<file path="src/rtl/bus_xfer_ctrl_pkg.sv">
// rtl/bus_xfer_ctrl_pkg.sv - shared types and timing constants for the databus transfer sequencer
package bus_xfer_pkg;

    typedef enum logic [1:0] {
        IDLE  = 2'd0,
        DRIVE = 2'd1,
        LOAD  = 2'd2,
        TURN  = 2'd3
    } xfer_state_t;

    // Grant-to-done span, counting both end cycles
    localparam int XFER_CYCLES   = 4;
    localparam int REJECT_CYCLES = 2;

endpackage

</file>
<file path="src/rtl/bus_xfer_ctrl_if.sv">
// rtl/bus_xfer_ctrl_if.sv - requester and bus-register strobe bundle for bus_xfer_ctrl
interface bus_xfer_ctrl_if #(
    parameter int NREG = 4,
    parameter int NREQ = 2
);
    localparam int SELW = $clog2(NREG);

    logic [NREQ-1:0]      req;
    logic [NREQ*SELW-1:0] src;
    logic [NREQ*SELW-1:0] dst;
    logic [NREQ-1:0]      grant;
    logic [NREQ-1:0]      done;
    logic                 err;
    logic [NREG-1:0]      oe;
    logic [NREG-1:0]      load;
    logic                 busy;

    modport master (
        output req, src, dst,
        input  grant, done, err, oe, load, busy
    );

    modport slave (
        input  req, src, dst,
        output grant, done, err, oe, load, busy
    );

endinterface

</file>
<file path="src/rtl/bus_xfer_ctrl_rr_arbiter.sv">
// rtl/bus_xfer_ctrl_rr_arbiter.sv - combinational round-robin pick starting at a supplied pointer
module rr_arbiter #(
    parameter  int NREQ = 2,
    localparam int IDW  = (NREQ > 1) ? $clog2(NREQ) : 1
) (
    input  logic [NREQ-1:0] i_req,
    input  logic [IDW-1:0]  i_rr_ptr,
    output logic [NREQ-1:0] o_gnt,
    output logic [IDW-1:0]  o_id,
    output logic            o_any
);

    always_comb begin
        o_gnt = '0;
        o_id  = '0;
        o_any = 1'b0;
        // k is the distance from the pointer; the first hit wins
        for (int k = 0; k < NREQ; k++) begin
            for (int j = 0; j < NREQ; j++) begin
                if (!o_any && (j == (int'(i_rr_ptr) + k) % NREQ) && i_req[j]) begin
                    o_any    = 1'b1;
                    o_gnt[j] = 1'b1;
                    o_id     = IDW'(j);
                end
            end
        end
    end

endmodule

</file>
<file path="src/rtl/bus_xfer_ctrl.sv">
// rtl/bus_xfer_ctrl.sv - round-robin register-to-register databus transfer sequencer
module bus_xfer_ctrl
    import bus_xfer_pkg::*;
#(
    parameter  int NREG = 4,
    parameter  int NREQ = 2,
    localparam int SELW = $clog2(NREG),
    localparam int IDW  = (NREQ > 1) ? $clog2(NREQ) : 1
) (
    input  logic           clk,
    input  logic           reset,
    bus_xfer_ctrl_if.slave bus
);

    localparam logic [NREG-1:0] REG_ONE = NREG'(1);
    localparam logic [NREQ-1:0] REQ_ONE = NREQ'(1);

    xfer_state_t     r_state;
    xfer_state_t     w_state_nxt;
    logic [IDW-1:0]  r_rr_ptr;
    logic [IDW-1:0]  r_id;
    logic [SELW-1:0] r_src;
    logic [SELW-1:0] r_dst;
    logic            r_err;

    logic [NREQ-1:0] r_grant;
    logic [NREQ-1:0] r_done;
    logic            r_err_o;
    logic [NREG-1:0] r_oe;
    logic [NREG-1:0] r_load;
    logic            r_busy;

    logic [NREQ-1:0] w_arb_gnt;
    logic [IDW-1:0]  w_arb_id;
    logic            w_arb_any;
    logic [SELW-1:0] w_req_src;
    logic [SELW-1:0] w_req_dst;
    logic            w_req_bad;
    logic            w_accept;

    logic [NREQ-1:0] w_grant_nxt;
    logic [NREQ-1:0] w_done_nxt;
    logic            w_err_nxt;
    logic [NREG-1:0] w_oe_nxt;
    logic [NREG-1:0] w_load_nxt;

    rr_arbiter #(.NREQ(NREQ)) u_arb (
        .i_req    (bus.req),
        .i_rr_ptr (r_rr_ptr),
        .o_gnt    (w_arb_gnt),
        .o_id     (w_arb_id),
        .o_any    (w_arb_any)
    );

    always_comb begin
        w_req_src = '0;
        w_req_dst = '0;
        for (int j = 0; j < NREQ; j++) begin
            if (w_arb_gnt[j]) begin
                w_req_src = bus.src[j*SELW +: SELW];
                w_req_dst = bus.dst[j*SELW +: SELW];
            end
        end
    end

    assign w_req_bad = (w_req_src == w_req_dst) ||
                       (int'(w_req_src) >= NREG) ||
                       (int'(w_req_dst) >= NREG);
    assign w_accept  = (r_state == IDLE) && w_arb_any;

    always_ff @(posedge clk or negedge reset) begin
        if (!reset) r_state <= IDLE;
        else        r_state <= w_state_nxt;
    end

    // Strobes are computed one cycle ahead and registered, so every
    // visible output is a clean flop decode of the previous state
    always_comb begin
        w_state_nxt = r_state;
        w_grant_nxt = '0;
        w_done_nxt  = '0;
        w_err_nxt   = 1'b0;
        w_oe_nxt    = '0;
        w_load_nxt  = '0;
        case (r_state)
            IDLE: begin
                if (w_arb_any) begin
                    w_grant_nxt = w_arb_gnt;
                    w_state_nxt = w_req_bad ? TURN : DRIVE;
                end
            end
            DRIVE: begin
                w_oe_nxt    = REG_ONE << r_src;
                w_state_nxt = LOAD;
            end
            LOAD: begin
                w_oe_nxt    = REG_ONE << r_src;
                w_load_nxt  = REG_ONE << r_dst;
                w_state_nxt = TURN;
            end
            TURN: begin
                w_done_nxt  = REQ_ONE << r_id;
                w_err_nxt   = r_err;
                w_state_nxt = IDLE;
            end
            default: w_state_nxt = IDLE;
        endcase
    end

    always_ff @(posedge clk or negedge reset) begin
        if (!reset) begin
            r_rr_ptr <= '0;
            r_id     <= '0;
            r_src    <= '0;
            r_dst    <= '0;
            r_err    <= 1'b0;
            r_grant  <= '0;
            r_done   <= '0;
            r_err_o  <= 1'b0;
            r_oe     <= '0;
            r_load   <= '0;
            r_busy   <= 1'b0;
        end else begin
            r_grant <= w_grant_nxt;
            r_done  <= w_done_nxt;
            r_err_o <= w_err_nxt;
            r_oe    <= w_oe_nxt;
            r_load  <= w_load_nxt;
            r_busy  <= (r_state != IDLE);
            if (w_accept) begin
                r_id     <= w_arb_id;
                r_src    <= w_req_src;
                r_dst    <= w_req_dst;
                r_err    <= w_req_bad;
                r_rr_ptr <= IDW'((int'(w_arb_id) + 1) % NREQ);
            end
        end
    end

    assign bus.grant = r_grant;
    assign bus.done  = r_done;
    assign bus.err   = r_err_o;
    assign bus.oe    = r_oe;
    assign bus.load  = r_load;
    assign bus.busy  = r_busy;

endmodule

</file>
<file path="src/flat_wrapper.sv">
// flat-port wrapper written by rule: the top's interface ports become plain ports
module bus_xfer_ctrl_flat import bus_xfer_pkg::*;
#(
    parameter  int NREG = 4,
    parameter  int NREQ = 2,
    localparam int SELW = $clog2(NREG),
    localparam int IDW  = (NREQ > 1) ? $clog2(NREQ) : 1
)
  (clk, reset, bus_req, bus_src, bus_dst, bus_grant, bus_done, bus_err, bus_oe, bus_load, bus_busy);
  bus_xfer_ctrl_if #(.NREG(NREG), .NREQ(NREQ)) bus_i ();
  input  logic clk;
  input  logic reset;
  input wire logic [$bits(bus_i.req)-1:0] bus_req;
  input wire logic [$bits(bus_i.src)-1:0] bus_src;
  input wire logic [$bits(bus_i.dst)-1:0] bus_dst;
  output wire logic [$bits(bus_i.grant)-1:0] bus_grant;
  output wire logic [$bits(bus_i.done)-1:0] bus_done;
  output wire logic [$bits(bus_i.err)-1:0] bus_err;
  output wire logic [$bits(bus_i.oe)-1:0] bus_oe;
  output wire logic [$bits(bus_i.load)-1:0] bus_load;
  output wire logic [$bits(bus_i.busy)-1:0] bus_busy;
  assign bus_i.req = bus_req;
  assign bus_i.src = bus_src;
  assign bus_i.dst = bus_dst;
  assign bus_grant = bus_i.grant;
  assign bus_done = bus_i.done;
  assign bus_err = bus_i.err;
  assign bus_oe = bus_i.oe;
  assign bus_load = bus_i.load;
  assign bus_busy = bus_i.busy;
  bus_xfer_ctrl #(.NREG(NREG), .NREQ(NREQ)) u_core (.clk(clk), .reset(reset), .bus(bus_i));
endmodule
</file>
<file path="config.mk">
export PLATFORM = sky130hd
export DESIGN_NAME = bus_xfer_ctrl_flat
export DESIGN_NICKNAME = d
export VERILOG_FILES = /design/src/rtl/bus_xfer_ctrl_pkg.sv /design/src/rtl/bus_xfer_ctrl_if.sv /design/src/rtl/bus_xfer_ctrl_rr_arbiter.sv /design/src/rtl/bus_xfer_ctrl.sv /design/src/flat_wrapper.sv
export SDC_FILE = /design/constraint.sdc
export NUM_CORES = 1
export LEC_CHECK = 0
export CAP_MARGIN = 20
export CORE_UTILIZATION = 45
export DETAILED_ROUTE_END_ITERATION = 8
export PLACE_DENSITY = 0.78
export SYNTH_ARGS = -nofsm -noshare
export SYNTH_HDL_FRONTEND = slang
export SYNTH_SLANG_ARGS = --single-unit
</file>
<file path="constraint.sdc">
create_clock -name clk -period 1.6 [get_ports clk]
set_clock_uncertainty 0.15 [all_clocks]
set_input_delay 0.32 -clock clk [delete_from_list [all_inputs] [get_ports clk]]
set_output_delay 0.32 -clock clk [all_outputs]
set_load 0.005 [all_outputs]
</file>
==> results.py <==
metrics = {
    "synth": {
        "netlist_top_cells_area": "dfrtp_1 65%, ha_1 4.2%, a32oi_1 3.9%",
        "yosysTopAreaCellShare_pct": 64.5,
        "post_synth.cell_area_avg_um2": 12.2,
        "synth_area_um2": 892,
        "yosysWarningCount": 0,
        "ys_seq_elements": 23,
        "ys_seq_area_share_pct": 64.5,
        "synthCells": 73,
        "yosysTopAreaCell": "dfrtp_1",
        "synth_cell_types": 23,
        "synth_fp_nets": 88,
    },
    "placed_design": {
        "place_congestion": 0.739,
        "numPlacedInstances": 130,
        "io_buffers": 25,
        "dp_hpwl_mm": 1.15,
    },
    "setup_path": {
        "critPathRequiredTime_ps": 1660,
        "startpoint_type": "flip-flop",
        "regToRegSetupSlack_ps": 110,
        "worst-path-buf-inv": 2,
        "reg2reg_from": "u_core.r_state[0]",
        "critPathTopFamily": "flip-flops",
        "cp_max_fo": 11,
        "cp_data_arrival_time_ps": 1550,
        "path_cells": "inv_1 > ha_4 > o21ai_1 > buf_4 > o31ai_1",
        "path_class": "reg2reg",
        "timing.rr.end": "u_core.r_state[1]",
        "cpPeakStageDelay_ps": 400,
        "ff2ff_path_depth": 5,
        "cp_slowest_cell": "dfrtp_1",
        "endpoint_kind": "flip-flop",
    },
    "global_routing": {
        "grt_max_degree": 24,
        "grt-ovfl-total": 0,
        "antenna_found_initial": 0,
        "track_usage_pct": 16.4,
        "grt_pass1_vias": 605,
        "grt_pass1_wl_mm": 2.44,
    },
    "timing": {
        "hold_violations": 0,
        "setup_tns_ps": 0,
        "whs_ps": 206,
        "finalSetupViolCount": 0,
        "grt_setup_unrepaired": "no",
        "period_share_pct": 93.1,
        "worst_pin_slew_ps": 275,
        "fmax_mhz": 672,
        "finalCriticalPeriod_ps": 1490,
        "slew_viol_final": 0,
        "relSlewSlack_pct": 81.6,
    },
    "floorplanning": {
        "ios": 26,
        "coreArea_um2": 1780,
        "die-area_um2": 2160,
        "initial_utilization_pct": 50.0,
        "die_w_um": 46.5,
        "num_rows": 15,
        "die_height_um": 46.5,
    },
    "power_and_ir_drop": {
        "power_switching_mw": 0.623,
        "p_total_mw": 1.92,
        "pwr-share-comb_pct": 40.2,
        "internal-power_mw": 1.30,
        "peakVddDrop_uv": 834,
        "p_leak_nw": 0.701,
        "power_density_nw_per_um2": 1470,
        "seq_power_share_pct": 46.8,
        "pwr-share-clk_pct": 13.0,
        "netSwitchingFraction_pct": 32.5,
    },
    "final_layout": {
        "fin_util_pct": 73.1,
        "syn2layout_area_growth_pct": 46.1,
        "antenna_cells": 0,
        "drive_above_1_share_pct": 16.5,
        "layoutNonFillerInstCount": 134,
        "fin_nets": 125,
    },
    "routing": {
        "drc": 0,
        "num_vias": 657,
        "wl_mm": 1.55,
        "viasPerCell": 4.90,
        "wire_per_inst_um": 11.6,
        "drtIter0Drc": 6,
        "ant_nets": 0,
        "drtPass1Iterations": 4,
    },
    "run_status": {
        "status": "complete, no violations",
    },
    "clocking": {
        "cts_tree": "done",
        "cts-root-buf": "clkbuf_4",
        "cts.sinks": 23,
        "cts_hold_buf": 0,
        "clock_latency_ps": 290,
        "clkTransAtPathRegs_ps": 110,
        "cts_buffers": 3,
        "clockBufferDepth": 2,
        "htree_num_levels": 1,
    },
    "job": {
        "cap_violations": 0,
    },
    "hold_path": {
        "hold_path.class": "in2async",
    },
}
## cell families after synthesis
family | synth area share [%]
AND/OR/NAND/NOR | 14.4
flip-flops | 64.5
AO/OA/AOI/OAI | 12.6
buffers and inverters | 2.24
adder cells (fa/ha/maj) | 4.21
XOR/XNOR | 1.96
## state kept, by name, summed over array words and instances (netlist names)
| name | count |
|---|---|
| u_core.bus.done | 2 |
| u_core.r_src | 2 |
| u_core.r_id | 1 |
| u_core.bus.busy | 1 |
| u_core.bus.load | 4 |
| u_core.r_err | 1 |
| u_core.bus.oe | 4 |
| u_core.r_rr_ptr | 1 |
| u_core.bus.grant | 2 |
| u_core.r_dst | 2 |
| u_core.r_state | 2 |
| u_core.bus.err | 1 |
## what timing repair did
item | CTS | global route
gates resized for setup | 14 | 11
pin swaps | 0 | 4
setup endpoints to repair | 14 | 3
setup buffers | 0 | 0
cloned | 0 | 0
## power groups by stage
stage	sequential, mW	clock, mW	combinational (mW)
after floorplan	0.905	0	0.377
after global placement	0.903	0	0.727
after detailed placement	0.914	0	0.758
after CTS	0.896	0.260	0.705
after global routing	0.925	0.282	0.865
final	0.898	0.249	0.772
## through the flow
step                instance area, µm²  setup WS [ps]
finish                            1300            111
global route                      1300           18.3
CTS                               1240           1.51
detailed placement                1230           -292
global placement                  1230           -203
floorplan                          892            210
## worst reg2reg max path: cells and delay by family (launching register included)
family,cells,cell delay [ps]
AO/OA/AOI/OAI,2,340
flip-flops,1,400
adder cells (fa/ha/maj),1,190
buffers and inverters,2,320
## worst max-delay path by stage
stage          cells after the start               start  slack, ps           endpoint
5_1_grt                            5   u_core.r_state[0]         20  u_core.r_state[1]
4_1_cts                            1  u_core.bus.load[3]          2        bus_load[3]
2_1_floorplan                      4     u_core.r_rr_ptr        210       u_core.r_err
3_3_place_gp                       5          bus_req[0]       -200       u_core.r_err
6_report                           5   u_core.r_state[0]        110  u_core.r_state[1]
3_5_place_dp                       5          bus_req[0]       -290  u_core.r_state[1]
## synth_stat cells
cell type,instances
dfrtp_1,23
nand2_1,7
a32oi_1,4
inv_1,4
nor2_1,4
and2_1,3
and3_1,3
ha_1,3
o21ai_0,3
and3b_1,2
nor3b_1,2
o21ai_1,2
o31ai_1,2
xor2_1,2
a21boi_0,1
a21boi_2,1
a21o_1,1
a21oi_1,1
a31oi_1,1
buf_2,1
nand2b_1,1
nand3_1,1
nor2b_1,1
## area by class of cell
cell class / instances / area, µm²
Tap cell: 25 / 31.3
Multi-Input combinational cell: 45 / 354
Timing Repair Buffer: 33 / 302
Fill cell: 128 / 479
Sequential cell: 23 / 576
Clock buffer: 4 / 26.3
Inverter: 4 / 15.0
## per-layer routing
| metal | GRT usage (%) | share of wire [%] | vias to the layer above |
|---|---|---|---|
| met1 | 19.5 | 41 | 306 |
| met5 | 0 | 0 | - |
| li1 | - | - | 326 |
| met3 | 2.75 | 4.6 | 2 |
| met4 | 10.6 | 1.2 | 0 |
| met2 | 26.9 | 53 | 23 |
## cells in the final DEF, fill, tap and decap left out, drive strengths merged
| cell | count |
|---|---|
| a21oi | 1 |
| nor2b | 1 |
| o31ai | 2 |
| nand2b | 1 |
| a32oi | 4 |
| dlymetal6s2s | 3 |
| dlygate4sd2 | 13 |
| buf | 8 |
| a31oi | 1 |
| dfrtp | 23 |
| ha | 3 |
| inv | 4 |
| clkbuf | 4 |
| nand3 | 1 |
| a21o | 1 |
| nor3b | 2 |
| and3b | 2 |
| o21ai | 5 |
| nand2 | 7 |
| xor2 | 2 |
| clkdlybuf4s50 | 9 |
| nor2 | 4 |
| and3 | 3 |
| a21boi | 2 |
| and2 | 3 |
Power figures use the tool's default switching activity.
